**src/rtl/fabric_port_in_tx.sv**
```systemverilog
// fabric_port_in_tx
//   Transmit-side fabric port. Accepts a whole packet (1..4 flits) from user
//   RTL and serializes it onto the NoC, one flit per cycle. Every flit of a
//   packet uses the single VC that was chosen when the packet was accepted.
//   Downstream buffer space is tracked with one credit counter per VC.
//
// Ports
//   clk_noc         in   NoC clock; all state changes on the rising edge
//   rst             in   asynchronous, active-high reset
//   rtl_packet_in   in   4 flit slots; only the payload bits of each slot are used
//   rtl_len_in      in   packet length minus one
//   rtl_vc_in       in   requested VC (ignored with FPI_VC_AUTO_EN)
//   rtl_valid_in    in   packet present
//   rtl_ready_out   out  packet can be accepted this cycle
//   noc_flit_out    out  registered flit to the router, all-zero when idle/stalled
//   noc_credits_in  in   one-cycle credit-return pulse per VC
//
// Configuration
//   FPI_VC_AUTO_EN  when defined, the VC is picked round-robin among VCs with
//                   credit, and no packet is accepted while every VC is empty.
//
// FSM states
//   state | meaning
//   IDLE  | waiting for a packet from user RTL
//   SEND  | emitting flits of the captured packet while credit allows

module fabric_port_in_tx #(
  parameter int WIDTH_NOC        = 8,
  parameter int NUM_VC           = 2,
  parameter int DEPTH_PER_VC     = 8,
  parameter int VC_ADDRESS_WIDTH = $clog2(NUM_VC),
  parameter int CREDIT_WIDTH     = $clog2(DEPTH_PER_VC + 1)
) (
  input  logic                        clk_noc,
  input  logic                        rst,
  input  logic [4*WIDTH_NOC-1:0]      rtl_packet_in,
  input  logic [1:0]                  rtl_len_in,
  input  logic [VC_ADDRESS_WIDTH-1:0] rtl_vc_in,
  input  logic                        rtl_valid_in,
  output logic                        rtl_ready_out,
  output logic [WIDTH_NOC-1:0]        noc_flit_out,
  input  logic [NUM_VC-1:0]           noc_credits_in
);

  localparam int PW = WIDTH_NOC - 3 - VC_ADDRESS_WIDTH;
  localparam logic [0:0] S_IDLE = 1'b0;
  localparam logic [0:0] S_SEND = 1'b1;
  localparam logic [CREDIT_WIDTH-1:0] CR_MAX = CREDIT_WIDTH'(DEPTH_PER_VC);

  logic [0:0]                  r_state;
  logic [PW-1:0]               r_payload [4];
  logic [1:0]                  r_len;
  logic [1:0]                  r_idx;
  logic [VC_ADDRESS_WIDTH-1:0] r_vc;
  logic [CREDIT_WIDTH-1:0]     r_credit [NUM_VC];
  logic [WIDTH_NOC-1:0]        r_flit;

  logic                        w_emit;
  logic                        w_last;
  logic                        w_accept;
  logic                        w_can_accept;
  logic [VC_ADDRESS_WIDTH-1:0] w_vc_sel;
  logic [NUM_VC-1:0]           w_dec;
  logic [NUM_VC-1:0]           w_inc;
  logic                        w_unused_hdr;

  // Header bits of the incoming slots are regenerated here, never forwarded.
  always_comb begin
    w_unused_hdr = 1'b0;
    for (int k = 0; k < 4; k++)
      w_unused_hdr = w_unused_hdr ^ (^rtl_packet_in[k*WIDTH_NOC+PW +: WIDTH_NOC-PW]);
  end

`ifdef FPI_VC_AUTO_EN
  logic [VC_ADDRESS_WIDTH-1:0] r_last_vc;
  logic [VC_ADDRESS_WIDTH-1:0] w_auto_vc;
  logic                        w_auto_found;
  logic                        w_unused_vc;

  assign w_unused_vc = ^rtl_vc_in;

  // Round-robin search starting just after the last VC used.
  always_comb begin
    w_auto_found = 1'b0;
    w_auto_vc    = '0;
    for (int i = 1; i <= NUM_VC; i++) begin
      if (!w_auto_found && (r_credit[(int'(r_last_vc) + i) % NUM_VC] != '0)) begin
        w_auto_found = 1'b1;
        w_auto_vc    = VC_ADDRESS_WIDTH'((int'(r_last_vc) + i) % NUM_VC);
      end
    end
  end

  assign w_vc_sel     = w_auto_vc;
  assign w_can_accept = w_auto_found;

  always_ff @(posedge clk_noc or posedge rst) begin
    if (rst)
      r_last_vc <= VC_ADDRESS_WIDTH'(NUM_VC - 1);
    else if (w_accept)
      r_last_vc <= w_auto_vc;
  end
`else
  assign w_vc_sel     = rtl_vc_in;
  assign w_can_accept = 1'b1;
`endif

  assign rtl_ready_out = (r_state == S_IDLE) && !rst && w_can_accept;
  assign w_accept      = rtl_valid_in && rtl_ready_out;
  assign w_emit        = (r_state == S_SEND) && (r_credit[r_vc] != '0);
  assign w_last        = (r_idx == r_len);
  assign noc_flit_out  = r_flit;

  always_ff @(posedge clk_noc or posedge rst) begin
    if (rst) begin
      r_state <= S_IDLE;
      r_len   <= '0;
      r_idx   <= '0;
      r_vc    <= '0;
      r_flit  <= '0;
      for (int k = 0; k < 4; k++)
        r_payload[k] <= '0;
    end else begin
      r_flit <= '0;
      case (r_state)
        S_IDLE: begin
          if (w_accept) begin
            for (int k = 0; k < 4; k++)
              r_payload[k] <= rtl_packet_in[k*WIDTH_NOC +: PW];
            r_len   <= rtl_len_in;
            r_vc    <= w_vc_sel;
            r_idx   <= '0;
            r_state <= S_SEND;
          end
        end
        S_SEND: begin
          if (w_emit) begin
            r_flit <= {1'b1, (r_idx == 2'd0), w_last, r_vc, r_payload[r_idx]};
            r_idx  <= r_idx + 2'd1;
            if (w_last)
              r_state <= S_IDLE;
          end
        end
        default: r_state <= S_IDLE;
      endcase
    end
  end

  // A returned credit coinciding with an emit on the same VC cancels out,
  // even when the counter sits at its maximum.
  always_comb begin
    for (int v = 0; v < NUM_VC; v++) begin
      w_dec[v] = w_emit && (int'(r_vc) == v);
      w_inc[v] = noc_credits_in[v] && ((r_credit[v] != CR_MAX) || w_dec[v]);
    end
  end

  always_ff @(posedge clk_noc or posedge rst) begin
    if (rst) begin
      for (int v = 0; v < NUM_VC; v++)
        r_credit[v] <= CR_MAX;
    end else begin
      for (int v = 0; v < NUM_VC; v++) begin
        if (w_inc[v] && !w_dec[v])
          r_credit[v] <= r_credit[v] + CREDIT_WIDTH'(1);
        else if (w_dec[v] && !w_inc[v])
          r_credit[v] <= r_credit[v] - CREDIT_WIDTH'(1);
      end
    end
  end

endmodule

```
**config.mk**
```make
export PLATFORM = sky130hd
export DESIGN_NAME = fabric_port_in_tx
export DESIGN_NICKNAME = d
export VERILOG_FILES = /design/src/rtl/fabric_port_in_tx.sv
export SDC_FILE = /design/constraint.sdc
export NUM_CORES = 1
export LEC_CHECK = 0
export CAP_MARGIN = 10
export CORE_MARGIN = 2
export CORE_UTILIZATION = 40
export CTS_CLUSTER_DIAMETER = 60
export DETAILED_ROUTE_END_ITERATION = 7
export GPL_TIMING_DRIVEN = 0
export PLACE_DENSITY = 0.77
export RECOVER_POWER = 100
export SYNTH_ARGS = -nofsm -noshare
export SYNTH_HDL_FRONTEND = slang
export SYNTH_SLANG_ARGS = --single-unit
```
**constraint.sdc**
```tcl
create_clock -name clk_noc -period 4.1 [get_ports clk_noc]
set_clock_uncertainty 0.05 [all_clocks]
set_input_delay 0.82 -clock clk_noc [delete_from_list [all_inputs] [get_ports clk_noc]]
set_output_delay 0.82 -clock clk_noc [all_outputs]
set_load 0.01 [all_outputs]
```
==> results.md <==
* Outcome: completed
* Sequential area share after synthesis at 0.507
* Resized cells post-CTS at 0
* Fill count at 420
* Setup TNS at 0 ns
* CTS H-tree lvls at 2
* Post-CTS setup buffers at 0
* Rows at 24
* Vias in the first global route at 1354
* Aggregate global-route resource usage at 0.150
* Post-synth ARST share at 1.00
* Max Slew Vio Count at 0
* Clk sinks at 38
* Final nets at 273
* Synthesized area per cell at ~10 um^2
* First-pass GRT wire length at 6.00 mm
* Crit-path cells: or3_1 -> or3_1 -> nand3b_1 -> ha_1 -> inv_1 -> ha_1 -> a21o_1 -> a2111oi_0 -> a31oi_1 -> a221o_1
* Drt total wl at 3.33 mm
* Initial antenna violation count at 0
* R2r setup slk at 0.99 ns
* Number of CTS-inserted buffers at 5
* Clk slew on worst S/H paths at 0.08 ns
* DRC at 0
* Hold Crit Endpoint: r_payload[11]
* Final WS setup at 0.985 ns
* R2R depth at 10
* Post-synthesis register bit count at 38
* Syn Nets at roughly 230
* P&R area growth vs syn at 24.1%
* Initial cell density of the core at 0.423
* Worst vdd ir at approximately 0.25 mV
* Largest net degree at the start of global routing at 39
* Crit Path Class: register to register
* Routed len/inst at 12.0 um
* Hpwl dp at approximately 2.4 mm
* Total die area at 5270 um^2
* Synth Flop Type: dfrtp_1
* Total vias in the final route at 1348
* Fin Hold WS at 0.425 ns
* Non-Filler Instances at 277
* I/O Buffers at 32
* Post-synth top area cell: dfrtp_1
* Final min period at 3.11 ns
* Netlist cell types at 35
* R2r endpoint: r_credit[7]
* GPL Wtd Cong at 0.763
* Worst slew pin tran at between 1 and 1.5 ns
* Hold Path Origin: r_payload[11]
* Worst EP required at 4.28 ns
* Drt pass-1 iters at 4
* # setup viols final at 0
* Vias/cell at 4.87
* Final Hold Fails at 0
* Clock latency on the worst-skew pair at 0.30 ns
* Max-slew headroom at the worst pin at 0.0900
* Gr ovfl total at 0
* Max-cap viol count at 0
* Lkg Pwr at 1.13 nW
* Detailed router's first-iteration violation count at 62
* Pre-CTS WS at about 0.97 ns
* Layout cell share with drive strength beyond 1 at 0.0756
* Largest cells by area after synthesis: dfrtp_1 (48%), nand2_1 (13%), mux4_2 (4.8%), ha_1 (4.7%), dfstp_2 (2.8%)
* Hold Path Depth at 2
* Post-synth EDFFs at 0
* Pwr dens at 755 nW/um^2
* Core area at 4440 um^2
* Synth top cells by count: nand2_1 (67), dfrtp_1 (36), inv_1 (9), ha_1 (7), xnor2_1 (6)
* Top-count cell post-synth: nand2_1
* RSZ-0062 raised after global routing: no
* CP startpoint kind: register
* Synth warnings at 0
* Crit. End Element: register
* I/O pin count at 49
* Period utilization at 0.760
* Die width at roughly 73 um
* FMAX at 321 MHz
* Post-synth top area share at 0.479
* Inserted Diodes at 0
* Root buf cell: clkbuf_8
* Die Span Y at 72.6 um
* Post-DRT Antenna Nets at 0
* Placed insts at around 270
* Clock buffer depth at 2
* Worst endpoint data arrival time at about 3.3 ns
* TritonCTS clock tree: done
* Critical Path Max Stage Delay at 0.44 ns
* Hold-fix buffer count after cts at 0
* Worst r2r src: r_credit[4]
* Cells after synthesis at 185
* Hold crit path type: register to register
* Cell type of the slowest stage on the worst timing path: dfrtp_1
* Final total power at around 1.8 mW
* Mapped Area at 1880 um^2
* CP max FO at 7
[stage by stage]
step | area [um^2] | util
after floorplan | 1880 | -
after global placement | 2270 | 0.510
after detailed placement | 2270 | 0.510
after CTS | 2370 | 0.534
after global routing | 2330 | 0.525
final | 2330 | 0.525
[sequential cells by signal, indices dropped and copies added, names as in the netlist]
register / count
r_payload: 16
noc_flit_out: 8
r_credit: 8
r_idx: 2
r_len: 2
r_state: 1
r_vc: 1
[cell usage in the layout (no fill, tap or decap), drive strengths merged]
master,Yosys,final
nor2,3,3
a21boi,1,1
nand3b,1,1
clkinv,0,3
ha,7,7
nand2,68,68
and3,5,5
a221o,1,1
mux2,2,2
nor4,1,1
inv,10,9
a2bb2oi,1,1
clkdlybuf4s50,0,22
a31oi,3,3
a21oi,2,2
dlygate4sd3,0,10
a2111oi,2,2
clkbuf,5,12
or3,2,2
dfstp,2,2
o31ai,1,1
xnor2,6,6
mux2i,3,3
a21o,2,2
dfrtp,36,36
bufinv,0,1
o21a,1,1
buf,3,1
fa,2,2
nor3,5,5
and2,2,2
o21ai,4,4
mux4,4,4
[power breakdown]
part	switching (mW)	total (mW)	internal [mW]
clock	0.140	0.319	0.179
combinational	0.382	0.771	0.389
sequential	0.113	0.671	0.557
[cell families after synthesis]
kind of cell               synth area share
DFF                                   0.507
buffers and inverters                0.0432
xor gates and xnor gates             0.0279
and+or+nand+nor                       0.202
muxes                                0.0759
AOI/OAI and AO/OA                    0.0765
adders and majority gates            0.0679
[worst max path at each step]
stage / start / end / cells after the start
floorplan: r_credit[4] / r_credit[7] / 10
global placement: noc_credits_in[0] / r_credit[7] / 9
detailed placement: noc_credits_in[0] / r_credit[7] / 9
CTS: r_credit[4] / r_credit[7] / 10
global route: r_credit[4] / r_credit[7] / 10
finish: r_credit[4] / r_credit[7] / 10
[worst max-delay path: cells and delay by family, from the launching register on]
kind | cells | cell delay (ns)
buf+inv | 1 | 0.11
compound gates | 4 | 1.01
fa+ha+maj | 2 | 0.48
simple gates | 3 | 0.95
flops | 1 | 0.44
[layout make-up]
type                            instances  area [um^2]  share of cell area
Sequential cell                        38          953               0.409
Clock inverter                          3         40.0              0.0172
Clock buffer                            5         68.8              0.0295
Tap cell                               52         65.1              0.0279
Buffer                                  8         41.3              0.0177
Multi-Input combinational cell        129          807               0.346
Timing Repair Buffer                   32          320               0.137
Inverter                               10         37.5              0.0161
[metal layers]
metal | vias up | GRT usage | share of wire
met3 | 7 | 0.0292 | 0.029
met1 | 626 | 0.187 | 0.46
met4 | 0 | 0.0864 | 0.029
met5 | - | 0 | 0
met2 | 27 | 0.242 | 0.48
li1 | 688 | - | -
Power figures use the tool's default switching activity.
